==> src/rtl/rms_pkg.sv <==
// Shared types and constants for the RMS sum-of-squares path.
package rms_pkg;

   localparam int RMS_NBITS = 4;
   localparam int RMS_SQ_W  = 8;

   typedef enum logic [1:0] {
      IDLE  = 2'd0,
      ALIGN = 2'd1,
      RUN   = 2'd2
   } rms_state_t;

   function automatic int rms_acc_w(input int log2_win);
      return 8 + log2_win;
   endfunction

endpackage

==> src/rtl/rms_window_ctrl.sv <==
// Sequencer for the window accumulator: IDLE/ALIGN/RUN FSM, sync-delay counter and
// window counter. Emits registered per-sample valid/first/last strobes.
module rms_window_ctrl
   import rms_pkg::*;
#(
   parameter int LOG2_WIN   = 10,
   parameter int SYNC_DELAY = 2
) (
   input  logic       i_clk,
   input  logic       i_rst,
   input  logic       i_sync,
   output logic       o_smp_vld,
   output logic       o_smp_first,
   output logic       o_smp_last,
   output rms_state_t o_state
);

   localparam int                  DLY_W    = 4;
   localparam logic [DLY_W-1:0]    DLY_LAST = DLY_W'((SYNC_DELAY == 0) ? 0 : SYNC_DELAY - 1);
   localparam logic [LOG2_WIN-1:0] WIN_LAST = '1;

   rms_state_t          r_state;
   logic [DLY_W-1:0]    r_dly_cnt;
   logic [LOG2_WIN-1:0] r_win_cnt;
   logic                r_smp_vld;
   logic                r_smp_first;
   logic                r_smp_last;

   logic                w_smp_en;
   logic [LOG2_WIN-1:0] w_cnt_cur;

   // A sync restarts the window count, and with no alignment delay the sync edge
   // itself captures sample 0 of the new window.
   always_comb begin
      w_cnt_cur = i_sync ? '0 : r_win_cnt;
      w_smp_en  = 1'b0;
      if (i_sync) begin
         w_smp_en = (SYNC_DELAY == 0);
      end else begin
         case (r_state)
            ALIGN:   w_smp_en = (r_dly_cnt == DLY_LAST);
            RUN:     w_smp_en = 1'b1;
            default: w_smp_en = 1'b0;
         endcase
      end
   end

   always_ff @(posedge i_clk or posedge i_rst) begin
      if (i_rst) begin
         r_state     <= IDLE;
         r_dly_cnt   <= '0;
         r_win_cnt   <= '0;
         r_smp_vld   <= 1'b0;
         r_smp_first <= 1'b0;
         r_smp_last  <= 1'b0;
      end else begin
         r_smp_vld   <= w_smp_en;
         r_smp_first <= w_smp_en && (w_cnt_cur == '0);
         r_smp_last  <= w_smp_en && (w_cnt_cur == WIN_LAST);

         if (w_smp_en) begin
            r_win_cnt <= w_cnt_cur + 1'b1;
         end else if (i_sync) begin
            r_win_cnt <= '0;
         end

         if (i_sync) begin
            r_dly_cnt <= '0;
            if (SYNC_DELAY == 0) begin
               r_state <= RUN;
            end else begin
               r_state <= ALIGN;
            end
         end else begin
            case (r_state)
               ALIGN: begin
                  if (r_dly_cnt == DLY_LAST) begin
                     r_state <= RUN;
                  end else begin
                     r_dly_cnt <= r_dly_cnt + 1'b1;
                  end
               end
               default: r_state <= r_state;
            endcase
         end
      end
   end

   assign o_smp_vld   = r_smp_vld;
   assign o_smp_first = r_smp_first;
   assign o_smp_last  = r_smp_last;
   assign o_state     = r_state;

endmodule

==> src/rtl/rms_window_accum.sv <==
// Windowed sum-of-squares of the 4-bit RMS mux sample: capture, square, accumulate,
// and hand each window result to the slow side over valid/ready.
module rms_window_accum
   import rms_pkg::*;
#(
   parameter  int LOG2_WIN   = 10,
   parameter  int SYNC_DELAY = 2,
   localparam int ACC_W      = rms_acc_w(LOG2_WIN)
) (
   input  logic                 clk_i,
   input  logic                 rst_i,
   input  logic                 sync_i,
   input  logic [RMS_NBITS-1:0] in_i,
   output logic [ACC_W-1:0]     sum_o,
   output logic                 sum_valid_o,
   input  logic                 sum_ready_i,
   output logic                 overrun_o,
   output logic                 running_o
);

   logic                 w_smp_vld;
   logic                 w_smp_first;
   logic                 w_smp_last;
   rms_state_t           w_state;

   logic [RMS_NBITS-1:0] r_in;
   logic [RMS_SQ_W-1:0]  r_sq;
   logic                 r_sq_vld;
   logic                 r_sq_first;
   logic                 r_sq_last;
   logic [ACC_W-1:0]     r_acc;
   logic [ACC_W-1:0]     r_sum;
   logic                 r_sum_vld;
   logic                 r_overrun;

   logic [ACC_W-1:0]     w_acc_next;
   logic                 w_load;
   logic                 w_xfer;

   rms_window_ctrl #(
      .LOG2_WIN   (LOG2_WIN),
      .SYNC_DELAY (SYNC_DELAY)
   ) u_ctrl (
      .i_clk       (clk_i),
      .i_rst       (rst_i),
      .i_sync      (sync_i),
      .o_smp_vld   (w_smp_vld),
      .o_smp_first (w_smp_first),
      .o_smp_last  (w_smp_last),
      .o_state     (w_state)
   );

   // Capture and square stages; a sync drops whatever sample is between them.
   always_ff @(posedge clk_i or posedge rst_i) begin
      if (rst_i) begin
         r_in       <= '0;
         r_sq       <= '0;
         r_sq_vld   <= 1'b0;
         r_sq_first <= 1'b0;
         r_sq_last  <= 1'b0;
      end else begin
         r_in       <= in_i;
         r_sq       <= RMS_SQ_W'(r_in) * RMS_SQ_W'(r_in);
         r_sq_vld   <= w_smp_vld && !sync_i;
         r_sq_first <= w_smp_first;
         r_sq_last  <= w_smp_last;
      end
   end

   // The first square of a window starts from zero so no earlier sum can leak in.
   assign w_acc_next = (r_sq_first ? '0 : r_acc) + ACC_W'(r_sq);
   assign w_load     = r_sq_vld && r_sq_last;
   assign w_xfer     = r_sum_vld && sum_ready_i;

   // Result handshake: sum_valid_o stays high until a clock edge sees it together with
   // sum_ready_i; sum_o never changes while valid is high and ready is low, and a
   // result landing in that state is dropped and flagged on overrun_o.
   always_ff @(posedge clk_i or posedge rst_i) begin
      if (rst_i) begin
         r_acc     <= '0;
         r_sum     <= '0;
         r_sum_vld <= 1'b0;
         r_overrun <= 1'b0;
      end else begin
         if (sync_i || w_load) begin
            r_acc <= '0;
         end else if (r_sq_vld) begin
            r_acc <= w_acc_next;
         end

         if (w_load && (!r_sum_vld || w_xfer)) begin
            r_sum     <= w_acc_next;
            r_sum_vld <= 1'b1;
         end else if (w_xfer) begin
            r_sum_vld <= 1'b0;
         end

         if (sync_i) begin
            r_overrun <= 1'b0;
         end else if (w_load && r_sum_vld && !w_xfer) begin
            r_overrun <= 1'b1;
         end
      end
   end

   assign sum_o       = r_sum;
   assign sum_valid_o = r_sum_vld;
   assign overrun_o   = r_overrun;
   assign running_o   = (w_state == RUN);

endmodule

==> config.mk <==
export PLATFORM = sky130hd
export DESIGN_NAME = rms_window_accum
export DESIGN_NICKNAME = d
export VERILOG_FILES = /design/src/rtl/rms_pkg.sv /design/src/rtl/rms_window_ctrl.sv /design/src/rtl/rms_window_accum.sv
export SDC_FILE = /design/constraint.sdc
export NUM_CORES = 1
export LEC_CHECK = 0
export ABC_AREA = 1
export BUFFER_PORTS_ARGS = -buffer_cell sky130_fd_sc_hd__buf_2
export CAP_MARGIN = 20
export CORE_UTILIZATION = 45
export CTS_CLUSTER_SIZE = 16
export DETAILED_ROUTE_END_ITERATION = 10
export PLACE_DENSITY = 0.73
export SETUP_SLACK_MARGIN = 0.2
export SYNTH_ARGS = -nofsm -noshare
export SYNTH_HDL_FRONTEND = slang
export SYNTH_HIERARCHICAL = 1
export SYNTH_SLANG_ARGS = --single-unit
==> constraint.sdc <==
create_clock -name clk_i -period 3.2 [get_ports clk_i]
set_clock_uncertainty 0.05 [all_clocks]
set_input_delay 0.48 -clock clk_i [delete_from_list [all_inputs] [get_ports clk_i]]
set_output_delay 0.48 -clock clk_i [all_outputs]
set_load 0.01 [all_outputs]
After elaboration in Yosys (flattened, before gate mapping)
Index checks and enable logic that the tools add are counted.
Widths: inputs -> output; s select.

storage, ports and cells
  memory bits (writable) = 0
  flip-flop bits (word level) = 72
  latch bits = 0
  input port bits = 8
  memories = 0
  bits in read-only memories = 0
  output and inout port bits = 21
  logic and storage cells = 62

operators by class
  add/subtract/negate cells = 3
  bitwise logic cells = 0
  reduce and logical (&&, ||, !) cells = 21
  multiplexer cells = 17
  divide/modulo/power cells = 0
  eq/ne operators = 5
  multipliers = 1
  magnitude comparators = 0
  shift-type cells = 0

operators by type and width
  cell                   count
  $mux 18                3
  $mux 10                2
  $add 18x8->18          1
  $mux 4                 3
  $add 10x1->10 const B  1
  $eq 10x10->1 const B   1
  $logic_not 10->1       1
  $reduce_bool 2->1      5
  $logic_and 1x1->1      8
  $mul 4x4->8            1
  $mux 2                 3
  $mux 1                 5
  $add 4x1->4 const B    1
  $eq 4x1->1 const B     1
  $reduce_and 2->1       2
  $logic_not 1->1        3
  $eq 2x1->1 const B     1
  $eq 2x2->1 const B     1
  $logic_or 1x1->1       2
  $ne 2x2->1 const B     1
  $pmux 1 s2             1

Logic depth before layout (Yosys ltp)
  depth in word-level cells = 5
  depth in mapped cells = 14
  gate-level depth less buffers = 14

By module
Netlist, hierarchy kept.

by module, submodules not included
  module            seq. area each (um^2)  times used  cells each  area each (um^2)
  rms_window_accum  1301.2                 1           370         2832.7
  rms_window_ctrl   475.5                  1           145         1131.1

Worst setup path after synthesis
Ideal clock, no wire load.

  path kind = reg-to-reg
  start = register r_sq_first
  end = register r_acc[6]
  slack = 1.259 ns
  setup time = 0.132 ns
  clock period less this slack = 1.941 ns
  arrival time = 1.759 ns
  path buffers = 1
  required time = 3.018 ns
  stages on the path, launching flop included = 12
  cell sequence = dfrtp_1 > buf_2 > nor2_1 > ha_1 > ha_1 > nand2_1 > nand3_1 > nand3_1 > nand2_1 > or2_2 > nand3_1 > o21ai_0

on the way
  longest elaborated chain between the ends = 4

ends and longest elaborated chain
  element                 RTL line                RTL
  start, declared         rms_window_accum.sv:29  logic r_sq_first;
  start signal, assigned  rms_window_accum.sv:65  r_sq_first <= w_smp_first;
  $mux 18                 rms_window_accum.sv:71  assign w_acc_next = (r_sq_first ? '0 : r_acc) + ACC_W'(r_sq);
  $add 18x8->18           rms_window_accum.sv:71
  $mux 18                 rms_window_accum.sv:87  end else if (r_sq_vld) begin
  $mux 18                 rms_window_accum.sv:85  if (sync_i || w_load) begin
  end signal, assigned    rms_window_accum.sv:88  r_acc <= w_acc_next;
  end, declared           rms_window_accum.sv:31  logic [ACC_W-1:0] r_acc;

No other way between the ends. The select of a mux whose other input is x is not followed.
A chain may end at the register's enable or synchronous reset.

Worst setup path in the final report
  start = register r_sq_first
  end = register r_acc[8]

Same word-level chain as after synthesis.

==> results.py <==
metrics = {
    "sta": {
        "rsz0062_at_grt": "no",
        "min_period_ns": 2.32,
        "max_freq_mhz": 431,
        "hold_viol_final": 0,
        "maxSlewViolCount": 0,
        "setup_violations": 0,
        "fin_ws_ns": 0.882,
        "worst_slew_pin_slew_ns": 0.741,
        "relSlewSlack": 0.505,
        "finalCritPeriodShare": 0.724,
        "fin_tns_setup_ns": 0,
    },
    "clocking": {
        "cts_root_buf": "clkbuf_8",
        "path_clk_slew_ns": 0.08,
        "clk_latency_ns": 0.35,
        "cts_buffers": 9,
        "clock-sinks": 71,
        "cts_tree": "done",
        "post_cts_buffers": 0,
        "clk_path_buf_depth": 2,
        "h-tree-depth": 3,
        "cts_resized": 0,
        "postCtsHoldBufs": 0,
    },
    "yosys": {
        "synthMuxAreaShare": 0,
        "netlist_area_um2": 3960,
        "ys_seq_area_frac": 0.448,
        "synth_top_family_by_area": "simple AND/OR/NAND/NOR gates",
        "synth_fa_ha_area_frac": 0.0587,
        "ys.warnings.count": 6,
        "synth_xor_area_frac": 0.0243,
        "synth_simple_gate_area_share": 0.324,
        "yosys_register_bits": 71,
        "syn_nets": 541,
        "synthCells": 515,
        "synth_area_per_cell_um2": 7.70,
        "yosys.cell_types.count": 36,
        "synth-compound-area-share": 0.0530,
    },
    "setup_path": {
        "critical_path.max_stage_delay_ns": 0.67,
        "crit_path_end_kind": "flop",
        "cpMaxStageDelayCell": "dfrtp_1",
        "worstPathArrival_ns": 2.49,
        "path_max_fanout": 13,
        "critPathRequiredTime_ns": 3.37,
        "worst_setup_path_start_kind": "flop",
        "critPathKind": "reg -> reg",
        "worstPathCellList": "nor2_1 > ha_1 > inv_1 > o21ai_0 > nor2_1 > nand2_1 > nand3_1 > nand3_1 > o21ai_0",
        "ff2ff_setup_slack_ns": 0.88,
    },
    "grt": {
        "grt_pass1_vias": 3306,
        "antenna_found_initial": 0,
        "grt_pass1_wl_um": 14400,
        "overflow": 0,
        "track_usage": 0.204,
        "grt_max_degree": 53,
    },
    "floorplan": {
        "core-area_um2": 8380,
        "die_area_um2": 9190,
        "rows": 33,
        "dieWidth_um": 95.9,
        "die_h_um": 95.9,
        "ios": 29,
        "start_util": 0.473,
    },
    "drt": {
        "ant_nets": 0,
        "drt_iter0_drc": 150,
        "wl_per_cell_um": 12.4,
        "routed-via-count": 3288,
        "drc": 0,
        "totalWireLength_um": 8130,
        "drt_pre_antenna_iters": 4,
        "vias_per_cell": 5.00,
    },
    "placement": {
        "gp_congestion": 0.865,
        "numPortBuffers": 28,
        "place_ws_ns": 0.947,
        "dp_hpwl_um": 5900,
    },
    "power_and_ir_drop": {
        "ir_drop_v": 0.000305,
        "powerDensity_nw_per_um2": 507,
        "power.leakage_nw": 2.49,
    },
    "run": {
        "cap_violations": 0,
    },
    "final_layout": {
        "antennaDiodeCount": 0,
        "drive_above_1_share": 0.123,
        "final_net_count": 573,
        "area_delta_synth_final_pct": 12.4,
    },
    "min_path": {
        "hold_class": "in -> async",
    },
    "status": {
        "status": "complete, no violations",
    },
}
[synth_stat cells (all sizes together)]
cell type	n	area, um^2
inv	82	310
o21bai	1	7.51
nor3b	1	7.51
ha	17	213
fa	1	20.0
nand4	6	43.8
dfrtp	71	1780
a31oi	1	6.26
nand3	51	273
buf	7	43.8
o22ai	5	31.3
nand3b	5	37.5
clkbuf	2	7.51
a21oi	7	46.3
o31ai	2	15.0
or2	1	6.26
xnor2	1	8.76
nor3	4	20.0
o21ai	20	104
nand2	162	643
xor2	10	87.6
nor2	58	255
[sequential cells by signal (all words and copies together), names as in the netlist, 2 cells and up]
signal            flops
u_ctrl/r_win_cnt     10
r_in                  4
r_sq                  7
u_ctrl/r_dly_cnt      4
u_ctrl/o_state        2
r_acc                18
sum_o                18
[routing by layer]
metal	share of wire	up-vias	track usage
li1	-	1678	-
met1	0.44	1523	0.235
met2	0.49	66	0.361
met3	0.039	21	0.0553
met4	0.024	0	0.0796
met5	0	-	0
[metrics by stage]
stage          std cells  cell area [um^2]  power (mW)   util  hold WS (ns)
6_report             657              4460        2.26  0.532        0.0787
5_1_grt              657              4460        2.38  0.532         0.100
4_1_cts              656              4440        2.28  0.529         0.175
3_5_place_dp         640              4190        1.40  0.500         0.292
3_3_place_gp         640              4190        1.39  0.500         0.284
2_1_floorplan        515              3960        1.32      -         0.281
[placed cells by master (no fill, tap or decap), drive strengths merged]
master	n
nand2	162
inv	83
dfrtp	71
nor2	58
nand3	51
buf	30
o21ai	20
ha	17
xor2	10
clkbuf	9
a21oi	7
nand4	6
nand3b	5
o22ai	5
nor3	4
bufinv	3
o31ai	2
clkinv	2
or2	1
a31oi	1
o21bai	1
fa	1
clkinvlp	1
nor3b	1
xnor2	1
[power breakdown]
group	total [mW]	switching (mW)	internal [mW]
Clock	0.872	0.352	0.520
Combinational	0.370	0.254	0.117
Sequential	1.02	0.0586	0.957
[worst max-delay path, delay by kind of cell, from the launching register on]
kind,cells,cell delay (ns)
simple gates,5,0.63
fa+ha+maj,1,0.38
buf+inv,1,0.06
compound gates,2,0.38
flops,1,0.67
[cell families (layout without fill, tap and decap cells)]
logic type | count (synthesis) | in the layout
adders and majority gates | 18 | 18
AOI/OAI and AO/OA | 36 | 36
xor gates and xnor gates | 11 | 11
and+or+nand+nor | 288 | 288
DFF | 71 | 71
buffers and inverters | 91 | 128
[final cells by class]
| class | instances | area (um^2) |
|---|---|---|
| fillers | 823 | 3930 |
| multi-input cells | 353 | 1830 |
| flip-flops and latches | 71 | 1780 |
| clock buffers | 9 | 124 |
| inverters | 82 | 310 |
| repair buffers | 30 | 168 |
| clock inverters | 7 | 120 |
| well taps | 105 | 131 |
[worst paths after layout]
path | start | to | cells after the start
min in group clk_i | in_i[2] | r_in[2] | 1
hold reg to reg | u_ctrl/o_smp_first | r_sq_first | 0
setup / recovery | r_sq_first | r_acc[8] | 9
setup reg to reg | r_sq_first | r_acc[8] | 9
max in group asynchronous | rst_i | u_ctrl/r_dly_cnt[2] | 2
hold / removal | rst_i | r_acc[14] | 2
Note: power is estimated with default switching activity, not from simulation.
